[src/rtl/psec6_ch_state_ctrl.sv]
// PSEC6 per-channel sampling sequencer: start/trigger/readout/clear state machine
// with SCA bank enable decode. Optional macro: PSEC6_AUTO_READOUT_EN.
module psec6_ch_state_ctrl #(
  parameter int TRIG_W = 8,
  parameter int DLY_W  = 8
) (
  input  logic              clk,
  input  logic              rstb,
  input  logic              start_i,
  input  logic [1:0]        mode_i,
  input  logic [1:0]        bank_sel_i,
  input  logic              slow_sel_i,
  input  logic [DLY_W-1:0]  dly_i,
  input  logic              trig_i,
  input  logic              rd_req_i,
  input  logic              rd_done_i,
  input  logic              clear_i,
  output logic [3:0]        state_o,
  output logic [4:0]        sca_en_o,
  output logic              cnt_run_o,
  output logic              cnt_clr_o,
  output logic              load_o,
  output logic [TRIG_W-1:0] trig_cnt_o,
  output logic              err_o,
  output logic              busy_o
);

  typedef enum logic [3:0] {
    STATE_INIT           = 4'd0,
    STATE_STOPPED        = 4'd1,
    STATE_SAMPLING_A     = 4'd2,
    STATE_SAMPLING_B     = 4'd3,
    STATE_SAMPLING_C     = 4'd4,
    STATE_SAMPLING_D     = 4'd5,
    STATE_SAMPLING_E     = 4'd6,
    STATE_SAMPLING_A_B   = 4'd7,
    STATE_SAMPLING_C_D   = 4'd8,
    STATE_SAMPLING_ALL   = 4'd9,
    STATE_READOUT        = 4'd10
  } state_t;

  typedef enum logic [1:0] {
    SAMPLE1     = 2'b00,
    SAMPLE2     = 2'b01,
    SAMPLE_RSVD = 2'b10,
    SAMPLE4     = 2'b11
  } smode_t;

  state_t             state, state_nxt, start_state;
  logic [TRIG_W-1:0]  trig_cnt, trig_nxt;
  logic [DLY_W-1:0]   dly_cnt, dly_nxt;
  logic               armed, armed_nxt;
  logic               err, err_nxt;
  logic               load, load_nxt;
  logic               start_bad;
  smode_t             mode;

  assign mode      = smode_t'(mode_i);
  assign start_bad = !slow_sel_i && (mode == SAMPLE_RSVD);

  // Target sampling state for a start command; slow select overrides the mode.
  always_comb begin
    start_state = STATE_SAMPLING_ALL;
    if (slow_sel_i) start_state = STATE_SAMPLING_E;
    else begin
      case (mode)
        SAMPLE1: begin
          case (bank_sel_i)
            2'd0:    start_state = STATE_SAMPLING_A;
            2'd1:    start_state = STATE_SAMPLING_B;
            2'd2:    start_state = STATE_SAMPLING_C;
            default: start_state = STATE_SAMPLING_D;
          endcase
        end
        SAMPLE2: start_state = bank_sel_i[1] ? STATE_SAMPLING_C_D : STATE_SAMPLING_A_B;
        default: start_state = STATE_SAMPLING_ALL;
      endcase
    end
  end

  always_comb begin
    state_nxt = state;
    trig_nxt  = trig_cnt;
    dly_nxt   = dly_cnt;
    armed_nxt = armed;
    err_nxt   = err;
    if (clear_i) begin
      state_nxt = STATE_INIT;
      trig_nxt  = '0;
      dly_nxt   = '0;
      armed_nxt = 1'b0;
      err_nxt   = 1'b0;
    end else begin
      case (state)
        STATE_INIT, STATE_STOPPED: begin
          if (start_i) begin
            if (start_bad) err_nxt = 1'b1;
            else           state_nxt = start_state;
          end else if (rd_req_i && state == STATE_STOPPED) begin
            state_nxt = STATE_READOUT;
          end
        end
        STATE_SAMPLING_A, STATE_SAMPLING_B, STATE_SAMPLING_C, STATE_SAMPLING_D,
        STATE_SAMPLING_E, STATE_SAMPLING_A_B, STATE_SAMPLING_C_D, STATE_SAMPLING_ALL: begin
          if (trig_i && !(&trig_cnt)) trig_nxt = trig_cnt + TRIG_W'(1);
          // Only the first trigger arms the stop delay; later ones just count.
          if (armed) begin
            if (dly_cnt == '0) begin
              armed_nxt = 1'b0;
`ifdef PSEC6_AUTO_READOUT_EN
              state_nxt = STATE_READOUT;
`else
              state_nxt = STATE_STOPPED;
`endif
            end else begin
              dly_nxt = dly_cnt - DLY_W'(1);
            end
          end else if (trig_i) begin
            armed_nxt = 1'b1;
            dly_nxt   = dly_i;
          end
        end
        STATE_READOUT: begin
          if (rd_done_i && !load) state_nxt = STATE_STOPPED;
        end
        default: begin
          state_nxt = STATE_INIT;
          armed_nxt = 1'b0;
        end
      endcase
    end
    load_nxt = (state_nxt == STATE_READOUT) && (state != STATE_READOUT);
  end

  always_ff @(posedge clk or negedge rstb) begin
    if (!rstb) begin
      state    <= STATE_INIT;
      trig_cnt <= '0;
      dly_cnt  <= '0;
      armed    <= 1'b0;
      err      <= 1'b0;
      load     <= 1'b0;
    end else begin
      state    <= state_nxt;
      trig_cnt <= trig_nxt;
      dly_cnt  <= dly_nxt;
      armed    <= armed_nxt;
      err      <= err_nxt;
      load     <= load_nxt;
    end
  end

  always_comb begin
    sca_en_o  = 5'b00000;
    cnt_run_o = 1'b0;
    case (state)
      STATE_SAMPLING_A:   sca_en_o = 5'b00001;
      STATE_SAMPLING_B:   sca_en_o = 5'b00010;
      STATE_SAMPLING_C:   sca_en_o = 5'b00100;
      STATE_SAMPLING_D:   sca_en_o = 5'b01000;
      STATE_SAMPLING_E:   sca_en_o = 5'b10000;
      STATE_SAMPLING_A_B: sca_en_o = 5'b00011;
      STATE_SAMPLING_C_D: sca_en_o = 5'b01100;
      STATE_SAMPLING_ALL: sca_en_o = 5'b01111;
      default:            sca_en_o = 5'b00000;
    endcase
    cnt_run_o = (state >= STATE_SAMPLING_A) && (state <= STATE_SAMPLING_ALL);
  end

  assign state_o    = state;
  assign cnt_clr_o  = (state == STATE_INIT);
  assign busy_o     = cnt_run_o || (state == STATE_READOUT);
  assign load_o     = load;
  assign trig_cnt_o = trig_cnt;
  assign err_o      = err;

endmodule

[config.mk]
export PLATFORM = sky130hd
export DESIGN_NAME = psec6_ch_state_ctrl
export DESIGN_NICKNAME = d
export VERILOG_FILES = /design/src/rtl/psec6_ch_state_ctrl.sv
export SDC_FILE = /design/constraint.sdc
export NUM_CORES = 1
export LEC_CHECK = 0
export ABC_CLOCK_PERIOD_IN_PS = 3550
export CORE_MARGIN = 2
export CORE_UTILIZATION = 55
export CTS_BUF_LIST = sky130_fd_sc_hd__clkbuf_8 sky130_fd_sc_hd__clkbuf_16
export DETAILED_ROUTE_END_ITERATION = 8
export DONT_BUFFER_PORTS = 1
export PLACE_DENSITY = 0.76
export SYNTH_ARGS = -nofsm -noshare
export SYNTH_HDL_FRONTEND = slang
export SYNTH_SLANG_ARGS = --single-unit
[constraint.sdc]
create_clock -name clk -period 3.55 [get_ports clk]
set_input_delay 0.355 -clock clk [delete_from_list [all_inputs] [get_ports clk]]
set_output_delay 0.355 -clock clk [all_outputs]
set_load 0.05 [all_outputs]
==> reports/qor.yml <==
final_layout:
  final_cells: 226
  multi_input_area_um2: 1020
  area_delta_synth_final_pct: 3.27
  final_common_cell: "dfrtp_1"
  post-route-util_pct: 58.4
  layout_common_cells: "dfrtp_1 (23), a21oi_1 (22), inv_1 (11), o21ai_0 (11)"
  fillers: 271
  nNetsFinal: 216
  antennaDiodeCount: 0
  drive_above_1_share_pct: 7.77
  seq_area_um2: 576
  design_area_um2: 1740
worst_setup_path:
  rr_worst_depth: 4
  crit_path_end_kind: "output pin"
  worstPathMaxFanout: 11
  slowest_stage: "nor2_1"
  cp-start-kind: "register"
  worst-r2r-setup-slack_ps: 1200
  worstPathRequired_ps: 3190
  critPathKind: "register to output pin"
  cp-startpoint: "state_o[2]$_DFF_PN0_"
  critPathTopFamily: "simple AND/OR/NAND/NOR gates"
  cp.arrival_ps: 2320
  r2r-start: "state_o[2]$_DFF_PN0_"
  crit_chain: "or3_1, nor2_1"
  reg2reg_to: "trig_cnt_o[6]$_DFFE_PN0P_"
  slowest_delay_ps: 730
  critPathBufInv: 0
clocking:
  clkTransAtPathRegs_ps: 80
  cts_made_buffers: 3
  cts.htree.levels: 1
  clockRootBuffer: "clkbuf_8"
  cts_buffer_depth: 2
  cts.repair.resized: 0
  cts_tree: "done"
  clk_latency_ps: 260
  clock_sinks: 23
min_path:
  hold_class: "input port to register"
  min_delay_path_depth: 1
  hold_end: "dly_cnt[4]$_DFFE_PN0P_"
  min_from: "clear_i"
routing:
  vias: 1577
  drt_wl_total_um: 4030
  post_drt_wl_per_cell_um: 17.8
  drtPass1Iterations: 4
  ant_nets: 0
  drc: 0
  drt_iter0_drc: 89
  vias_per_cell: 6.98
synthesis:
  synthArstFlopShare_pct: 100
  syn_nets: 219
  ys_seq_elements: 23
  yosys.area.top_type_share_pct: 34.1
  syn_area_um2: 1690
  yosysSeqAreaShare_pct: 34.1
  ys_warn_count: 0
  synth_top_area_cell: "dfrtp_1"
  synth_top_flop_cell: "dfrtp_1"
  syn_inst: 197
  synth_area_leaders: "dfrtp_1 (34%), a21oi_1 (6.5%), o21ai_0 (3.6%), or4_1 (3.1%), nand3_1 (2.7%)"
  syn_avg_cell_area_um2: 8.56
  synth.distinct_cells: 55
  synth_edf_count: 0
placed_design:
  gp_congestion: 0.841
  io_buffers: 0
  hpwl_um: 2850
  placed_cell_area_um2: 1690
  place_inst: 221
floorplanning:
  ios: 42
  start_util_pct: 56.6
  die_height_um: 59.4
  dieArea_um2: 3520
  die_w_um: 59.4
  core-area_um2: 2980
  num_rows: 20
grt:
  grt_max_degree: 24
  antenna_found_initial: 0
  first_global_vias: 1525
  grt_overflow: 0
  grt_usage_pct: 25.5
  grt_pass1_wl_um: 6900
timing:
  final-setup-viol-count: 0
  period_share_pct: 75.3
  relSlewSlack_pct: 27.6
  final.setup_skew_ps: 3.15
  holdWs_ps: 142
  report.final.slew_viol_count: 0
  fin_crit_ps: 2670
  worstMarginPinSlew_ps: 1080
  rsz0062_at_grt: "no"
  tns_ps: 0
  hold_viol: 0
  max_freq_mhz: 374
flow_run:
  cap_violations: 0
pwr:
  p_per_area_nw_per_um2: 591
  leakage_nw: 0.695
  peakVddDrop_mv: 0.412
outcome:
  status: "complete, no violations"
flip-flops by register name, summed over array words and instances (netlist names):
register	count
dly_cnt	8
armed	1
trig_cnt_o	8
err_o	1
load_o	1
state_o	4
cell usage after synthesis, types with 3 or more instances:
library cell and instances:
inv_1 10, or3_1 3, nor3_1 6, o31ai_1 6
dfrtp_1 23, nand3_1 9, nand2b_1 5, nand2_1 10
a31oi_1 7, a21oi_1 22, buf_2 4, and3_1 3
o21ai_0 12, or4_1 7, nor2b_1 7, nor2_1 10
clkbuf_1 5
kinds of logic (layout without fill, tap and decap cells):
logic type / after synthesis / after routing / share of synthesized area (%)
buffers and inverters: 21 / 17 / 5.87
AND/OR/NAND/NOR: 78 / 78 / 28.7
flip-flops: 23 / 23 / 34.1
XOR/XNOR: 2 / 2 / 1.04
multiplexers: 2 / 2 / 1.19
AO/OA/AOI/OAI: 69 / 69 / 27.5
adder cells (fa/ha/maj): 2 / 2 / 1.48
stage by stage:
| step | setup WS [ps] | power, mW |
|---|---|---|
| after floorplan | 1020 | 0.797 |
| after global placement | 1210 | 0.849 |
| after detailed placement | 1170 | 0.861 |
| after CTS | 874 | 1.03 |
| after global routing | 783 | 1.10 |
| final | 876 | 1.03 |
power by group:
| part | internal, mW | switching, mW |
|---|---|---|
| registers | 0.295 | 0.122 |
| logic | 0.150 | 0.301 |
| clock network | 0.0772 | 0.0833 |
| total | 0.522 | 0.506 |
what timing repair did:
action,CTS,global route
setup buffers,0,0
endpoints found under the setup margin,0,0
hold buffers,1,0
endpoints found under the hold margin,23,0
layer usage:
metal  GRT usage (%)  up-vias  share of wire, %  wire, um
met1            32.8      772                43      1720
met4            7.79        0              0.45        18
met3            5.68        2               6.2       249
li1                -      746                 -         -
met5               0        -                 0         0
met2            42.7       57                51      2040
worst max-delay path by stage:
stage / end / slack [ps] / depth (start not counted)
2_1_floorplan: sca_en_o[0] / 1020 / 3
3_3_place_gp: cnt_clr_o / 1210 / 2
3_5_place_dp: cnt_clr_o / 1170 / 2
4_1_cts: cnt_clr_o / 870 / 2
5_1_grt: cnt_clr_o / 780 / 2
6_report: cnt_clr_o / 880 / 2
cell type report:
class / instances / share of cell area [%]
repair buffers: 3 / 1.44
clock inverters: 1 / 0.216
inverters: 10 / 2.16
flip-flops and latches: 23 / 33.1
multi-input cells: 153 / 58.4
well taps: 33 / 2.37
clock buffers: 3 / 2.37
(Power assumes the default switching activity.)
